`src/rtl/simon_sequence_ctrl_if.sv`:
```
// Handshake bundle between the Simon round sequencer and its environment
// (pattern source, pattern shifter, button input, LED/display stage).
interface simon_sequence_ctrl_if #(
  parameter int unsigned MAX_LEN = 8
);
  logic                   start;
  logic [2*MAX_LEN-1:0]   pattern_in;
  logic                   btn_valid;
  logic [1:0]             btn_color;
  logic [1:0]             compare;
  logic                   load_p;
  logic                   next;
  logic [2*MAX_LEN-1:0]   pattern_out;
  logic                   show_en;
  logic [1:0]             show_color;
  logic [3:0]             level;
  logic                   busy;
  logic                   win;
  logic                   lose;

  modport master (
    output start, pattern_in, btn_valid, btn_color, compare,
    input  load_p, next, pattern_out, show_en, show_color, level, busy, win, lose
  );

  modport slave (
    input  start, pattern_in, btn_valid, btn_color, compare,
    output load_p, next, pattern_out, show_en, show_color, level, busy, win, lose
  );
endinterface

```
`src/rtl/simon_sequence_ctrl.sv`:
```
// Simon round sequencer: plays the growing pattern prefix, then checks the
// player's presses against the shifter output, reporting win or lose.
module simon_sequence_ctrl #(
  parameter int unsigned MAX_LEN     = 8,
  parameter int unsigned SHOW_CYCLES = 25000000,
  parameter int unsigned GAP_CYCLES  = 12500000
) (
  input  logic                 clk,
  input  logic                 resetn,
  simon_sequence_ctrl_if.slave bus
);

  localparam int unsigned PW   = 2 * MAX_LEN;
  localparam int unsigned TMAX = (SHOW_CYCLES > GAP_CYCLES) ? SHOW_CYCLES : GAP_CYCLES;
  localparam int unsigned TW   = (TMAX > 1) ? $clog2(TMAX) : 1;
  localparam int unsigned IW   = (MAX_LEN > 1) ? $clog2(MAX_LEN) : 1;

  localparam logic [TW-1:0] SHOW_LAST = TW'(SHOW_CYCLES - 32'd1);
  localparam logic [TW-1:0] GAP_LAST  = TW'(GAP_CYCLES - 32'd1);
  localparam logic [3:0]    LEVEL_MAX = 4'(MAX_LEN);

  typedef enum logic [3:0] {
    S_IDLE       = 4'd0,
    S_LOAD_SHOW  = 4'd1,
    S_SHOW_NEXT  = 4'd2,
    S_SHOW_LATCH = 4'd3,
    S_SHOW_ON    = 4'd4,
    S_SHOW_GAP   = 4'd5,
    S_LOAD_IN    = 4'd6,
    S_IN_NEXT    = 4'd7,
    S_WAIT_IN    = 4'd8,
    S_ROUND_OK   = 4'd9,
    S_WIN        = 4'd10,
    S_LOSE       = 4'd11
  } state_t;

  state_t          state_q;
  logic [IW-1:0]   idx_q;
  logic [TW-1:0]   timer_q;
  logic [3:0]      level_q;
  logic [PW-1:0]   pattern_q;
  logic            load_p_q;
  logic            next_q;
  logic            show_en_q;
  logic [1:0]      show_color_q;
  logic            busy_q;
  logic            win_q;
  logic            lose_q;
  logic            last_idx_s;

  assign last_idx_s = (4'(idx_q) == (level_q - 4'd1));

  // Round sequencer; load_p/next are asserted on the transition into the
  // state that owns them so they appear exactly for that state's cycle.
  always_ff @(posedge clk or negedge resetn) begin
    if (!resetn) begin
      state_q      <= S_IDLE;
      idx_q        <= {IW{1'b0}};
      timer_q      <= {TW{1'b0}};
      level_q      <= 4'd0;
      pattern_q    <= {PW{1'b0}};
      load_p_q     <= 1'b0;
      next_q       <= 1'b0;
      show_en_q    <= 1'b0;
      show_color_q <= 2'b00;
      busy_q       <= 1'b0;
      win_q        <= 1'b0;
      lose_q       <= 1'b0;
    end else begin
      load_p_q <= 1'b0;
      next_q   <= 1'b0;
      case (state_q)
        S_IDLE, S_WIN, S_LOSE: begin
          if (bus.start) begin
            pattern_q <= bus.pattern_in;
            level_q   <= 4'd1;
            win_q     <= 1'b0;
            lose_q    <= 1'b0;
            busy_q    <= 1'b1;
            load_p_q  <= 1'b1;
            state_q   <= S_LOAD_SHOW;
          end
        end
        S_LOAD_SHOW: begin
          idx_q   <= {IW{1'b0}};
          next_q  <= 1'b1;
          state_q <= S_SHOW_NEXT;
        end
        S_SHOW_NEXT: begin
          state_q <= S_SHOW_LATCH;
        end
        // compare is valid here, one cycle after the next pulse
        S_SHOW_LATCH: begin
          show_color_q <= bus.compare;
          show_en_q    <= 1'b1;
          timer_q      <= {TW{1'b0}};
          state_q      <= S_SHOW_ON;
        end
        S_SHOW_ON: begin
          if (timer_q == SHOW_LAST) begin
            show_en_q <= 1'b0;
            timer_q   <= {TW{1'b0}};
            state_q   <= S_SHOW_GAP;
          end else begin
            timer_q <= timer_q + TW'(1'b1);
          end
        end
        S_SHOW_GAP: begin
          if (timer_q == GAP_LAST) begin
            timer_q <= {TW{1'b0}};
            if (last_idx_s) begin
              load_p_q <= 1'b1;
              state_q  <= S_LOAD_IN;
            end else begin
              idx_q   <= idx_q + IW'(1'b1);
              next_q  <= 1'b1;
              state_q <= S_SHOW_NEXT;
            end
          end else begin
            timer_q <= timer_q + TW'(1'b1);
          end
        end
        S_LOAD_IN: begin
          idx_q   <= {IW{1'b0}};
          next_q  <= 1'b1;
          state_q <= S_IN_NEXT;
        end
        S_IN_NEXT: begin
          state_q <= S_WAIT_IN;
        end
        S_WAIT_IN: begin
          if (bus.btn_valid) begin
            if (bus.btn_color != bus.compare) begin
              lose_q  <= 1'b1;
              busy_q  <= 1'b0;
              state_q <= S_LOSE;
            end else if (last_idx_s) begin
              state_q <= S_ROUND_OK;
            end else begin
              idx_q   <= idx_q + IW'(1'b1);
              next_q  <= 1'b1;
              state_q <= S_IN_NEXT;
            end
          end
        end
        S_ROUND_OK: begin
          if (level_q == LEVEL_MAX) begin
            win_q   <= 1'b1;
            busy_q  <= 1'b0;
            state_q <= S_WIN;
          end else begin
            level_q  <= level_q + 4'd1;
            load_p_q <= 1'b1;
            state_q  <= S_LOAD_SHOW;
          end
        end
        default: begin
          busy_q  <= 1'b0;
          state_q <= S_IDLE;
        end
      endcase
    end
  end

  assign bus.load_p      = load_p_q;
  assign bus.next        = next_q;
  assign bus.pattern_out = pattern_q;
  assign bus.show_en     = show_en_q;
  assign bus.show_color  = show_color_q;
  assign bus.level       = level_q;
  assign bus.busy        = busy_q;
  assign bus.win         = win_q;
  assign bus.lose        = lose_q;

endmodule

```
`src/flat_wrapper.sv`:
```
// flat-port wrapper written by rule: the top's interface ports become plain ports
module simon_sequence_ctrl_flat 
#(
  parameter int unsigned MAX_LEN     = 8,
  parameter int unsigned SHOW_CYCLES = 25000000,
  parameter int unsigned GAP_CYCLES  = 12500000
)
  (clk, resetn, bus_start, bus_pattern_in, bus_btn_valid, bus_btn_color, bus_compare, bus_load_p, bus_next, bus_pattern_out, bus_show_en, bus_show_color, bus_level, bus_busy, bus_win, bus_lose);
  simon_sequence_ctrl_if #(.MAX_LEN(MAX_LEN)) bus_i ();
  input  logic clk;
  input  logic resetn;
  input wire logic [$bits(bus_i.start)-1:0] bus_start;
  input wire logic [$bits(bus_i.pattern_in)-1:0] bus_pattern_in;
  input wire logic [$bits(bus_i.btn_valid)-1:0] bus_btn_valid;
  input wire logic [$bits(bus_i.btn_color)-1:0] bus_btn_color;
  input wire logic [$bits(bus_i.compare)-1:0] bus_compare;
  output wire logic [$bits(bus_i.load_p)-1:0] bus_load_p;
  output wire logic [$bits(bus_i.next)-1:0] bus_next;
  output wire logic [$bits(bus_i.pattern_out)-1:0] bus_pattern_out;
  output wire logic [$bits(bus_i.show_en)-1:0] bus_show_en;
  output wire logic [$bits(bus_i.show_color)-1:0] bus_show_color;
  output wire logic [$bits(bus_i.level)-1:0] bus_level;
  output wire logic [$bits(bus_i.busy)-1:0] bus_busy;
  output wire logic [$bits(bus_i.win)-1:0] bus_win;
  output wire logic [$bits(bus_i.lose)-1:0] bus_lose;
  assign bus_i.start = bus_start;
  assign bus_i.pattern_in = bus_pattern_in;
  assign bus_i.btn_valid = bus_btn_valid;
  assign bus_i.btn_color = bus_btn_color;
  assign bus_i.compare = bus_compare;
  assign bus_load_p = bus_i.load_p;
  assign bus_next = bus_i.next;
  assign bus_pattern_out = bus_i.pattern_out;
  assign bus_show_en = bus_i.show_en;
  assign bus_show_color = bus_i.show_color;
  assign bus_level = bus_i.level;
  assign bus_busy = bus_i.busy;
  assign bus_win = bus_i.win;
  assign bus_lose = bus_i.lose;
  simon_sequence_ctrl #(.MAX_LEN(MAX_LEN), .SHOW_CYCLES(SHOW_CYCLES), .GAP_CYCLES(GAP_CYCLES)) u_core (.clk(clk), .resetn(resetn), .bus(bus_i));
endmodule
```
`config.mk`:
```
export PLATFORM = sky130hd
export DESIGN_NAME = simon_sequence_ctrl_flat
export DESIGN_NICKNAME = d
export VERILOG_FILES = /design/src/rtl/simon_sequence_ctrl_if.sv /design/src/rtl/simon_sequence_ctrl.sv /design/src/flat_wrapper.sv
export SDC_FILE = /design/constraint.sdc
export NUM_CORES = 1
export LEC_CHECK = 0
export BUFFER_PORTS_ARGS = -buffer_cell sky130_fd_sc_hd__buf_4
export CAP_MARGIN = 20
export CORE_MARGIN = 5
export CORE_UTILIZATION = 51
export DETAILED_ROUTE_END_ITERATION = 10
export MAX_ROUTING_LAYER = met4
export PLACE_DENSITY_LB_ADDON = 0.08
export SYNTH_ARGS = -nofsm -noshare
export SYNTH_HDL_FRONTEND = slang
export SYNTH_SLANG_ARGS = --single-unit
```
`constraint.sdc`:
```
create_clock -name clk -period 2.3 [get_ports clk]
set_input_delay 0.46 -clock clk [delete_from_list [all_inputs] [get_ports clk]]
set_output_delay 0.46 -clock clk [all_outputs]
set_load 0.005 [all_outputs]
```
After elaboration in Yosys (flattened, before gate mapping)
Index checks and enable logic that the tools add are counted.

cells by class
  eq/ne operators = 24
  multiplexer cells = 42
  reduce and logical (&&, ||, !) cells = 17
  bitwise operators = 1
  $add $sub $neg = 4

operators by type and width
  operator                                          number
  case mux 25 bit (3 select lines)                  1
  2-to-1 mux 25 bit                                 2
  case mux 4 bit (10 select lines)                  1
  2-to-1 mux 4 bit                                  8
  adder 25 x 1 -> 25 bit (second input constant)    1
  == test 25 x 24 -> 1 bit (second input constant)  1
  == test 25 bit (second input constant)            1
  == test 4 bit (second input constant)             5
  2-to-1 mux 1 bit                                  17
  == test 4 x 3 -> 1 bit (second input constant)    4
  2-to-1 mux 3 bit                                  5
  AND reduction 4 bit                               3
  case mux 3 bit (3 select lines)                   1
  == test 4 x 2 -> 1 bit (second input constant)    2
  != test 2 x 1 -> 1 bit (second input constant)    4
  != test 2 bit (second input constant)             4
  case mux 4 bit (2 select lines)                   1
  OR reduction 7 bit                                1
  case mux 1 bit (2 select lines)                   3
  case mux 1 bit (3 select lines)                   2
  AND reduction 3 bit                               2
  nonzero test 2 bit                                3
  nonzero test 3 bit                                2
  AND reduction 5 bit                               1
  12 further kinds                                  13

word-level totals
  input bits = 24
  bits in registers = 60
  logic and storage cells = 100

Longest topological paths before layout
Gate-level depths: netlist of the first run.

  depth in word-level cells = 6
  gate-level depth with buffers = 9
  mapped depth without buffers = 7

Least setup slack after synthesis of the first run
No wires, ideal clock.

  path kind = register to register
  start point = reg u_core.timer_q[5]
  end point = reg u_core.timer_q[19]
  setup slack = -0.143 ns
  buffers on the path = 2
  setup time = 0.126 ns
  data required time = 2.174 ns
  clock period less this slack = 2.443 ns
  cell stages (with the launch flop) = 8
  arrival = 2.317 ns
  path through = dfrtp_1 > or4_4 > or4_4 > o21a_1 > buf_6 > and2_4 > buf_6 > a221o_1

between the ends
  word-level cells in the longest chain between the ends = 3

RTL lines
  what                                                  line                                                    text
  start, declared                                       simon_sequence_ctrl.sv:39                               logic [TW-1:0] timer_q;
  start signal, assigned                                simon_sequence_ctrl.sv:59                               timer_q <= {TW{1'b0}};
  start signal, assigned                                simon_sequence_ctrl.sv:96                               timer_q <= {TW{1'b0}};
  start signal, assigned                                simon_sequence_ctrl.sv:102                              timer_q <= {TW{1'b0}};
  adder 25 x 1 -> 25 bit, or another cell as far along  simon_sequence_ctrl.sv:105, simon_sequence_ctrl.sv:120
  2-to-1 mux 25 bit, on equally long branches           simon_sequence_ctrl.sv:109, simon_sequence_ctrl.sv:100
  case mux 25 bit (3 select lines) *                    simon_sequence_ctrl.sv:72                               case (state_q)

Every way passes the cells marked *; elsewhere a longest branch is shown, timed or not.
A chain may end at the register's enable or synchronous reset.

Worst setup path in the final report of the first run
  start point = reg u_core.timer_q[6]
  end point = reg u_core.timer_q[6]

Same word-level chain as after synthesis.

==> results.yml, run 1 <==
synth:
  seq_area_frac_synth_pct: 45.4
  avgSynthCellArea_um2: 9.79
  yosys-top-cells-count: "dfrtp_1 (60), nand2_1 (31), mux2_2 (19), nand4_1 (19), nor2_1 (18)"
  synth_area_leaders: "dfrtp_1 (45%), mux2_2 (6.5%), nand4_1 (3.6%)"
  synth-edff-count: 0
  syn_nets: 366
  synth_flop_cell: "dfrtp_1"
  ys_types: 52
  syn_area_um2: 3310
  yosysTopAreaCell: "dfrtp_1"
  synth-async-reset-ratio_pct: 100
  synth_top_area_share_pct: 45.4
  synth_cells: 338
  yosys_warnings: 0
  ys_ff_latch: 60
  synth_most_common_cell: "dfrtp_1"
drt:
  viasPerCell: 5.90
  initialDrtViolationCount: 149
  route.antenna.remaining_nets: 0
  totalWireLength_um: 8310
  firstDrtPassIters: 4
  vias: 2980
  drc: 0
  wl_per_cell_um: 16.5
status:
  violations: "negative setup slack"
  status: "complete, but fails checks"
timing:
  layout_setup_ws_ns: -0.00533
  hold_viol: 0
  rsz0062_at_grt: "yes"
  max_freq_ghz: 0.434
  fin_crit_sh_pct: 100
  fin_hold_ws_ns: 0.188
  drv_slew: 0
  tightest_slew_ns: 0.799
  setup_violations: 1
  tns_ns: -0.00533
  fin_crit_ns: 2.31
  maxSlewHeadroom_pct: 46.7
  skew_ns: 0.00728
cts:
  clk_pin_slew_ns: 0.07
  clock-sinks: 60
  hold_buffers: 0
  ctsRootBufferMaster: "clkbuf_8"
  cts_buffers: 9
  cts_buffer_depth: 2
  clock_latency_ns: 0.34
  cts_tree: "done"
  h-tree-depth: 3
worst_setup_path:
  end_kind: "register"
  cp_slowest_stage_delay_ns: 0.54
  crit_top_cell: "or4_4"
  critical_path_required_ns: 2.52
  crit_chain: "or4_4 -> or4_4 -> o21a_4 -> and2_4 -> a221o_1"
  worstSetupPathType: "register to register"
  start_kind: "register"
  cp_data_arrival_time_ns: 2.52
  r2r_slack_ns: -0.005
  cp_slowest_cell: "or4_4"
  crit_fanout: 10
grt:
  grt_pass1_wl_um: 13900
  grt_max_degree: 61
  gr-total-overflow: 0
  grt_pass1_vias: 2850
  track_usage_pct: 21.1
  antenna_found_initial: 0
placement:
  dp_hpwl_um: 5630
  gp_congestion: 0.864
  place_area_um2: 3990
  portBuffers: 51
final_layout:
  syn_to_final_growth_pct: 31.2
  drive_gt1_share_pct: 34.6
  antenna_cells: 0
  n_fill_cell: 488
  final_cell_area_um2: 4340
  nets: 451
floorplan:
  fp.dieH_um: 90.6
  initial_core_util_pct: 52.4
  die_w_um: 90.6
  design.die.area_um2: 8200
  ioPinCount: 52
  core.rowCount: 29
  design.core.area_um2: 6310
pwr:
  cellPowerDensity_nw_per_um2: 1150
  power_mw: 4.98
  irDropWorstVdd_uv: 747
  leakage_nw: 1.96
run:
  cap_violations: 0
worst_hold_path:
  hold_path.class: "input port to asynchronous set/reset pin"
==> sequential cells by signal (all words and copies together) (netlist names) <==
name / count
u_core.bus.busy: 1
u_core.bus.level: 4
u_core.bus.load_p: 1
u_core.bus.lose: 1
u_core.bus.next: 1
u_core.bus.pattern_out: 16
u_core.bus.show_color: 2
u_core.bus.show_en: 1
u_core.bus.win: 1
u_core.idx_q: 3
u_core.state_q: 4
u_core.timer_q: 25
==> per-stage QoR <==
stage	setup slack, ns	utilization [%]	cells
floorplan	-0.0713	-	338
global placement	-0.0891	63.2	483
detailed placement	-0.117	63.2	483
CTS	-0.00219	67.6	503
global route	-0.0908	68.8	505
finish	-0.00533	68.8	505
==> path summary, 6_finish.rpt <==
path	from	cells after the start	end
worst min-delay path	resetn	1	u_core.bus.next
worst min register to register	u_core.bus.win	2	u_core.bus.win
worst max-delay path	u_core.timer_q[6]	5	u_core.timer_q[6]
worst max register to register	u_core.timer_q[6]	5	u_core.timer_q[6]
max in group asynchronous	resetn	1	u_core.bus.lose
min in group clk	bus_pattern_in[12]	2	u_core.bus.pattern_out[12]
==> power breakdown <==
| group | total, mW | leakage (nW) | internal (mW) | switching (mW) |
|---|---|---|---|---|
| clock | 1.06 | 0.107 | 0.639 | 0.421 |
| sequential | 1.56 | 0.776 | 1.35 | 0.215 |
| combinational | 2.36 | 1.08 | 1.19 | 1.17 |
| total | 4.98 | 1.96 | 3.18 | 1.81 |
==> worst max-delay path, delay by kind of cell (launching register included) <==
family	cells	cell delay [ns]
AOI/OAI and AO/OA	2	0.57
DFF	1	0.38
and+or+nand+nor	3	1.25
==> placed cells by master (no fill, tap or decap), types with 5 or more instances in the layout <==
cell and instances:
a21oi_1 7, a221o_1 5, a22o_1 5, and3_1 9
buf_4 88, buf_6 5, clkbuf_8 10, dfrtp_1 60
inv_1 10, mux2_2 19, mux2i_1 6, nand2_1 30
nand2b_1 7, nand3_1 16, nand4_1 19, nor2_1 17
nor3_1 9, o21ai_0 10, or3_1 5, xor2_1 5
==> timing repair <==
action                                  CTS  global route
pin swaps                                 1             7
resized for setup                         5            15
buffers inserted                          4             1
endpoints found under the hold margin     0             0
gates cloned                              0             1
endpoints found under the setup margin   23            25
==> area by class of cell <==
class | instances | area (um2) | area share (%)
clock buffers | 12 | 145 | 3.34
multi-input cells | 248 | 1750 | 40.3
inverters | 10 | 37.5 | 0.865
clock inverters | 4 | 72.6 | 1.67
flip-flops and latches | 60 | 1500 | 34.6
repair buffers | 94 | 737 | 17.0
well taps | 77 | 96.3 | 2.22
==> logic make-up after synthesis <==
logic type / synth area share, %
and+or+nand+nor: 23.7
AOI/OAI and AO/OA: 14.7
DFF: 45.4
buffers and inverters: 4.01
muxes: 8.28
xor gates and xnor gates: 2.38
adders and majority gates: 1.51
==> layer usage <==
layer | vias up | wire length, um | GRT usage, %
met5 | - | 0 | -
met4 | 0 | 153 | 8.44
met3 | 15 | 373 | 4.17
met2 | 66 | 4110 | 33.7
met1 | 1454 | 3670 | 26.3
li1 | 1445 | - | -
(Power assumes the default switching activity.)
==> run 2, diff against run 1 <==
Settings changed: BUFFER_PORTS_ARGS -buffer_cell sky130_fd_sc_hd__buf_4 to -buffer_cell sky130_fd_sc_hd__buf_2.
==> run 2 against run 1 <==
  * The run still ends with negative setup slack left
  * First-iteration DRC count grew 4.0%
  * Cell area fell by 0.84%
  * Non-clock buffer count rose by 5
  * Flip-flop and latch count stayed put
  * Die area is the same
  * Sequential power is essentially flat
  * Clock power increased by 4%
==> results.yml, run 2 (same netlist as run 1, synthesis figures left out) <==
timing:
  drv_slew: 0
  hold_viol: 0
  max_freq_ghz: 0.425
  tns_ns: -0.294
  setup_violations: 9
  fin_hold_ws_ns: 0.142
  fin_crit_ns: 2.35
  fin_crit_sh_pct: 102
  maxSlewHeadroom_pct: 52.2
  layout_setup_ws_ns: -0.0522
  rsz0062_at_grt: "yes"
  skew_ns: 0.00727
  tightest_slew_ns: 0.717
worst_setup_path:
  worstSetupPathType: "register to register"
  r2r_slack_ns: -0.05
  end_kind: "register"
  cp_data_arrival_time_ns: 2.57
  r2r-start: "u_core.timer_q[14]"
  critPathTopFamily: "simple AND/OR/NAND/NOR gates"
  crit_chain: "or4_4 -> or4_4 -> o21a_4 -> and2_4 -> a221o_1"
  cp_slowest_stage_delay_ns: 0.53
  crit_fanout: 10
  cp_slowest_cell: "or4_4"
  crit_top_cell: "or4_4"
  critical_path_required_ns: 2.51
  start_kind: "register"
  critPathLaunch: "u_core.timer_q[14]"
  path_buf_inv: 0
pwr:
  irDropWorstVdd_uv: 700
  cellPowerDensity_nw_per_um2: 1150
  power_mw: 4.96
  leakage_nw: 1.98
grt:
  gr-total-overflow: 0
  grt_max_degree: 26
  grt_pass1_wl_um: 13600
  grt_pass1_vias: 2913
  track_usage_pct: 20.7
  antenna_found_initial: 0
worst_hold_path:
  hold_path.class: "input port to asynchronous set/reset pin"
final_layout:
  final_cell_area_um2: 4310
  n_fill_cell: 505
  final_common_cell: "dfrtp_1"
  largest_reg_flops: 25
  drive_gt1_share_pct: 35.9
  nets: 456
  final_cell_mix: "dfrtp_1 (60), buf_2 (51), buf_4 (42), nand2_1 (30)"
  fin_util_pct: 68.2
  antenna_cells: 0
  top_register: "u_core.timer_q"
  syn_to_final_growth_pct: 30.1
run:
  cap_violations: 0
floorplan:
  die_w_um: 90.6
  initial_core_util_pct: 52.4
  core.rowCount: 29
  design.die.area_um2: 8200
  fp.dieH_um: 90.6
  ioPinCount: 52
  design.core.area_um2: 6310
cts:
  cts_tree: "done"
  cts_buffer_depth: 2
  clock_latency_ns: 0.33
  clk_pin_slew_ns: 0.07
  h-tree-depth: 3
  clock-sinks: 60
  cts_buffers: 9
  ctsRootBufferMaster: "clkbuf_8"
drt:
  wl_met2_um: 4360
  vias: 2966
  highest_layer: "met4"
  dr_wl_met3_um: 406
  met1_length_um: 3640
  route.antenna.remaining_nets: 0
  wl_per_cell_um: 16.8
  firstDrtPassIters: 4
  viasPerCell: 5.83
  initialDrtViolationCount: 155
  totalWireLength_um: 8550
  drc: 0
status:
  violations: "negative setup slack"
  status: "complete, but fails checks"
placement:
  gp_congestion: 0.834
  dp_hpwl_um: 5840
  portBuffers: 51
  place_area_um2: 3900
run 2: path summary, 6_finish.rpt:
kind / endpoint / cells past startpoint
worst max register to register: u_core.timer_q[7] / 5
min in group clk: u_core.bus.pattern_out[12] / 2
max in group asynchronous: u_core.bus.pattern_out[10] / 2
worst min-delay path: u_core.bus.load_p / 1
worst max-delay path: u_core.timer_q[7] / 5
worst min register to register: u_core.bus.pattern_out[2] / 1
run 2: stage by stage:
stage | instances | worst slack, ns
after floorplan | 338 | -0.0713
after global placement | 488 | -0.0787
after detailed placement | 488 | -0.120
after CTS | 504 | -0.00235
after global routing | 509 | -0.127
final | 509 | -0.0522
run 2: power breakdown:
group	switching (mW)	internal [mW]
sequential	0.198	1.35
combinational	1.20	1.11
clock	0.407	0.695
total	1.80	3.16
run 2: per-layer routing:
layer | vias up | GRT usage (%)
li1 | 1448 | -
met5 | - | -
met1 | 1428 | 25.3
met2 | 77 | 33.5
met3 | 13 | 4.42
met4 | 0 | 7.82
run 2: area by class of cell:
cell class / count / area, um2 / area share, %
clock buffer: 12 / 165 / 3.84
clock inverter: 3 / 68.8 / 1.60
inverter: 10 / 37.5 / 0.872
multi-input combinational: 248 / 1790 / 41.5
sequential: 60 / 1500 / 34.9
tap: 77 / 96.3 / 2.24
timing repair buffer: 99 / 651 / 15.1
run 2: what timing repair did:
| action | CTS | global route |
|---|---|---|
| gates cloned | 0 | 1 |
| pin swaps | 3 | 17 |
| setup buffers | 1 | 4 |
| gates resized for setup | 6 | 20 |
| hold buffers | 0 | 0 |
| endpoints found under the setup margin | 20 | 24 |
